### src/rtl/onehot_dispatch.sv
// Buffers 5-bit encoded channel indices and replays them as timed one-hot pulses.
// Optional `DISPATCH_CNT_EN adds a 16-bit count of dispatched (non-null) pulses.
module onehot_dispatch #(
    parameter int unsigned PULSE_LEN  = 2,
    parameter int unsigned GAP_LEN    = 1,
    parameter int unsigned FIFO_DEPTH = 4
) (
    input  logic                          clk,
    input  logic                          rst,
    input  logic [4:0]                    idx_in,
    input  logic                          idx_valid,
    output logic                          idx_ready,
    output logic [15:0]                   out,
    output logic                          busy,
    output logic [$clog2(FIFO_DEPTH):0]   level
`ifdef DISPATCH_CNT_EN
    ,
    output logic [15:0]                   dispatch_cnt
`endif
);

    localparam int unsigned PTR_W = $clog2(FIFO_DEPTH);
    localparam int unsigned LVL_W = PTR_W + 1;
    localparam int unsigned CNT_W = 4;

    typedef enum logic [1:0] {
        IDLE  = 2'd0,
        DRIVE = 2'd1,
        GAP   = 2'd2
    } state_t;

    state_t             state_q, state_d;
    logic [CNT_W-1:0]   cnt_q, cnt_d;
    logic [15:0]        out_d;
    logic [4:0]         mem [FIFO_DEPTH];
    logic [PTR_W-1:0]   wr_ptr, rd_ptr;
    logic [LVL_W-1:0]   level_q;
    logic [4:0]         head;
    logic               full, empty, push, pop, dispatch;

    assign full      = (level_q == LVL_W'(FIFO_DEPTH));
    assign empty     = (level_q == '0);
    assign head      = mem[rd_ptr];
    assign idx_ready = !full && !rst;
    assign push      = idx_valid && idx_ready;
    assign busy      = (state_q != IDLE) || !empty;
    assign level     = level_q;

    // Next-state / pulse timing; a null head is popped in IDLE without leaving IDLE.
    always_comb begin
        state_d  = state_q;
        cnt_d    = cnt_q;
        out_d    = out;
        pop      = 1'b0;
        dispatch = 1'b0;
        case (state_q)
            IDLE: begin
                out_d = '0;
                if (!empty) begin
                    pop = 1'b1;
                    if (!head[4]) begin
                        out_d    = 16'h0001 << head[3:0];
                        cnt_d    = CNT_W'(PULSE_LEN - 1);
                        state_d  = DRIVE;
                        dispatch = 1'b1;
                    end
                end
            end
            DRIVE: begin
                if (cnt_q == '0) begin
                    out_d = '0;
                    if (GAP_LEN > 0) begin
                        state_d = GAP;
                        cnt_d   = CNT_W'(GAP_LEN - 1);
                    end else begin
                        state_d = IDLE;
                    end
                end else begin
                    cnt_d = cnt_q - 1'b1;
                end
            end
            GAP: begin
                out_d = '0;
                if (cnt_q == '0) begin
                    state_d = IDLE;
                end else begin
                    cnt_d = cnt_q - 1'b1;
                end
            end
            default: begin
                state_d = IDLE;
                out_d   = '0;
            end
        endcase
    end

    // State, pulse and FIFO bookkeeping registers.
    always_ff @(posedge clk) begin
        if (rst) begin
            state_q <= IDLE;
            cnt_q   <= '0;
            out     <= '0;
            wr_ptr  <= '0;
            rd_ptr  <= '0;
            level_q <= '0;
        end else begin
            state_q <= state_d;
            cnt_q   <= cnt_d;
            out     <= out_d;
            if (push) wr_ptr <= wr_ptr + 1'b1;
            if (pop)  rd_ptr <= rd_ptr + 1'b1;
            case ({push, pop})
                2'b10:   level_q <= level_q + LVL_W'(1);
                2'b01:   level_q <= level_q - LVL_W'(1);
                default: level_q <= level_q;
            endcase
        end
    end

    // Storage needs no reset: occupancy is tracked by level_q.
    always_ff @(posedge clk) begin
        if (push) mem[wr_ptr] <= idx_in;
    end

`ifdef DISPATCH_CNT_EN
    always_ff @(posedge clk) begin
        if (rst) begin
            dispatch_cnt <= '0;
        end else if (dispatch) begin
            dispatch_cnt <= dispatch_cnt + 16'd1;
        end
    end
`endif

endmodule

### config.mk
export PLATFORM = sky130hd
export DESIGN_NAME = onehot_dispatch
export DESIGN_NICKNAME = d
export VERILOG_FILES = /design/src/rtl/onehot_dispatch.sv
export SDC_FILE = /design/constraint.sdc
export NUM_CORES = 1
export LEC_CHECK = 0
export ABC_AREA = 1
export CAP_MARGIN = 20
export CORE_MARGIN = 3
export CORE_UTILIZATION = 55
export CTS_CLUSTER_SIZE = 10
export DETAILED_ROUTE_END_ITERATION = 16
export GPL_TIMING_DRIVEN = 1
export HOLD_SLACK_MARGIN = 0.1
export MAX_ROUTING_LAYER = met4
export PLACE_DENSITY = 0.85
export SYNTH_ARGS = -nofsm -noshare
export SYNTH_HDL_FRONTEND = slang
export SYNTH_SLANG_ARGS = --single-unit
export TNS_END_PERCENT = 5
### constraint.sdc
create_clock -name clk -period 2.6 [get_ports clk]
set_clock_uncertainty 0.05 [all_clocks]
set_input_delay 0.52 -clock clk [delete_from_list [all_inputs] [get_ports clk]]
set_output_delay 0.52 -clock clk [all_outputs]
set_load 0.01 [all_outputs]
==> impl_results.md <==
* Outcome: complete, no violations
* Worst VDD drop at 584.0 uV
* Synth area leaders: dfxtp_1 (26%), edfxtp_1 (25%), nand2_1 (15%)
* Num ports at 29
* Largest net degree at the start of global routing at 19
* Hold path cells at 2
* Worst hold start: out[0]
* Worst setup margin at 0.2661 ns
* Via-to-Cell Ratio at 5.132
* Reg2Reg Setup Slack at roughly 0.32 ns
* Post-cts hold buffer count at 0
* Net Sw Frac at 40.54%
* Pwr dens at 896.4 mW/mm2
* Slew HR at 69.70%
* Vias in the first global route at 1,740
* Worst EP arrival at 1.76 ns
* Layout cells sized above 1 at 11.11%
* Sink Count at 51
* Worst reg2reg path startpoint: state_q[0]
* Power Total at 2529 uW
* Core area at 0.004115 mm2
* Internal at roughly 1500 uW
* H-tree depth at 2
* Initial antenna violation count at 0
* DR pass1 iterations at 4
* Nets@finish at 334
* Via count at 1,873
* DIE AREA at 0.005211 mm2
* Seq. cell area at 0.001221 mm2
* Slew Viols, Final at 0
* Clock slew at reported path FFs at 0.10 ns
* Fin. Hold Viols at 0
* Synth cell types at 25
* Remaining DRCs at 0
* Max incr delay on CP at ~0.56 ns
* Delay-heaviest family, CP: buffers and inverters
* CP endpoint kind: output port
* Critical path startpoint category: flop
* Setup TNS at 0 ns
* Wire length per cell at about 12 um
* Post-CTS Resized at 0
* Buffers plus inverters on the worst setup path at 2
* Grt total ovfl at 0
* PortBufs at 28
* DIE HEIGHT at 72.19 um
* Switching power of the nets at 1025 uW
* Yosys Warn Count at 0
* Most frequent cells in the layout: nand2_1 (96), dfxtp_1 (31), clkdlybuf4s50_1 (28)
* Critical-path maximum fanout at 4
* CP required at approximately 2 ns
* Mapped Area at 0.002410 mm2
* Core Rows at 23
* Footprint of the multi-input gates at 0.001035 mm2
* Syn nets at 303
* Post-CTS Setup Inserts at 0
* Post-synthesis sequential area ratio at 50.67%
* Slew @ Worst Pin at 0.4540 ns
* Synth area leader: dfxtp_1
* CTS Buf Count at 5
* Pre-CTS setup slack at around 0.15 ns
* Most common cell after layout, fill and taps aside: nand2_1
* Yosys reg bits at just over 50
* MaxCap Viol Count at 0
* Cells on worst reg2reg path at 11
* WL final at 4273 um
* Dpl hpwl at 3309 um
* Die Span X at just over 70 um
* Clock Tree Root: clkbuf_8
* Initial DRC Count at 102
* RSZ-0062 raised after global routing: false
* R2r endpoint: level[2]
* CP cell instances: inv_1 -> ha_1 -> nand2_1 -> clkdlybuf4s50_1
* Critical-path top delay cell: clkdlybuf4s50_1
* Combinational share of power at 41.2%
* Tcrit/Tclk final at 89.77%
* Clock latency on the worst-skew pair at roughly 0.31 ns
* Fill count at 353
* Post-Syn Instances at between 200 and 300
* Leakage power at 0.001142 uW
* Clock Power Share at approximately a fifth
* ANT nets after route at 0
* Hold crit path type: reg -> reg
* Gr usage total at roughly a fifth
* Clock Path Buffers at 2
* Hold worst-path end: out[0]
* Tmin final at between 2 and 2.5 ns
* Post-Route Utilization at 68.56%
* Share of the synthesized area in the top cell type at between 20% and 30%
* First-pass GRT wire length at 7376 um
* Sequential Power Share at between 40% and 50%
* TritonCTS clock tree: done
* Placed insts at 357
* Gpl congestion at 0.8817
* Final Non-Filler Cells at 365
* Final setup fails at 0
* Mapped Avg Cell Area at 8.515 um2
* Starting Density at 58.56%
* Crit path kind: reg -> out
* Ant diodes at 0
* Top achievable clock speed at 0.4285 GHz
* Layout area overhead at 17.08%
-- power groups by stage --
| stage | combinational, uW | sequential (uW) | clock [uW] |
|---|---|---|---|
| final | 1040 | 1020 | 473 |
| after global routing | 1210 | 1030 | 515 |
| after CTS | 1050 | 1020 | 483 |
| after detailed placement | 1040 | 1040 | 0 |
| after global placement | 991 | 1030 | 0 |
| after floorplan | 815 | 1010 | 0 |
-- routing by layer --
layer	track usage, %	vias to the layer above	wire length, um
met4	6.472	0	75
li1	-	973	-
met2	31.34	35	2067
met1	21.63	858	1960
met3	4.709	7	169
met5	-	-	0
-- worst max path at each step --
stage	depth (start not counted)	startpoint	endpoint	slack (ns)
2_1_floorplan	10	rst	level[2]	0.50
3_3_place_gp	10	rst	level[2]	0.23
3_5_place_dp	10	rst	level[2]	0.15
4_1_cts	4	state_q[0]	busy	0.26
5_1_grt	11	state_q[0]	level[2]	0.14
6_report	4	state_q[0]	busy	0.27
-- registers in the layout (all words and copies together) (netlist names), named ones only --
signal	count
rd_ptr	2
out	16
level	3
cnt_q	4
wr_ptr	2
mem	20
state_q	2
-- worst reg2reg max path: stages (launching register included) --
cell and delay (ns):
dfxtp_1 0.36, inv_1 0.09, ha_1 0.23, inv_1 0.10, nor2_4 0.22, ha_1 0.19, inv_1 0.07, fa_1 0.39
a21oi_1 0.14, o21ai_0 0.11, o21ai_0 0.17, a21oi_1 0.05
-- kinds of logic (layout without fill, tap and decap cells) --
group	after synthesis	count (layout)	share of synthesized area [%]
flip-flops	51	51	50.68
AO/OA/AOI/OAI	37	37	8.930
buffers and inverters	35	67	6.386
AND/OR/NAND/NOR	148	148	27.47
adder cells (fa/ha/maj)	12	12	6.542
-- cells in the mapped netlist, drive strengths merged --
cell and n:
nand2 102, dfxtp 31, inv 28, a21oi 27, nor2 26, edfxtp 20
nand3 17, ha 11, o21ai 9, buf 5, nand4 2, a31oi 1
clkbuf 1, clkinv 1, fa 1, nor3 1
-- cell type report --
type                            count  area share [%]
Clock inverter                      3           1.020
Tap cell                           50           2.217
Clock buffer                        5           2.439
Multi-Input combinational cell    197           36.67
Timing Repair Buffer               30           10.47
Inverter                           29           3.902
Sequential cell                    51           43.28
-- metrics by stage --
stage / cell area, um2 / hold WS, ns
3_3_place_gp: 2724 / 0.4035
2_1_floorplan: 2410 / 0.3856
5_1_grt: 2821 / 0.4373
6_report: 2821 / 0.4181
4_1_cts: 2821 / 0.4209
3_5_place_dp: 2724 / 0.4062
(Power assumes the default switching activity.)
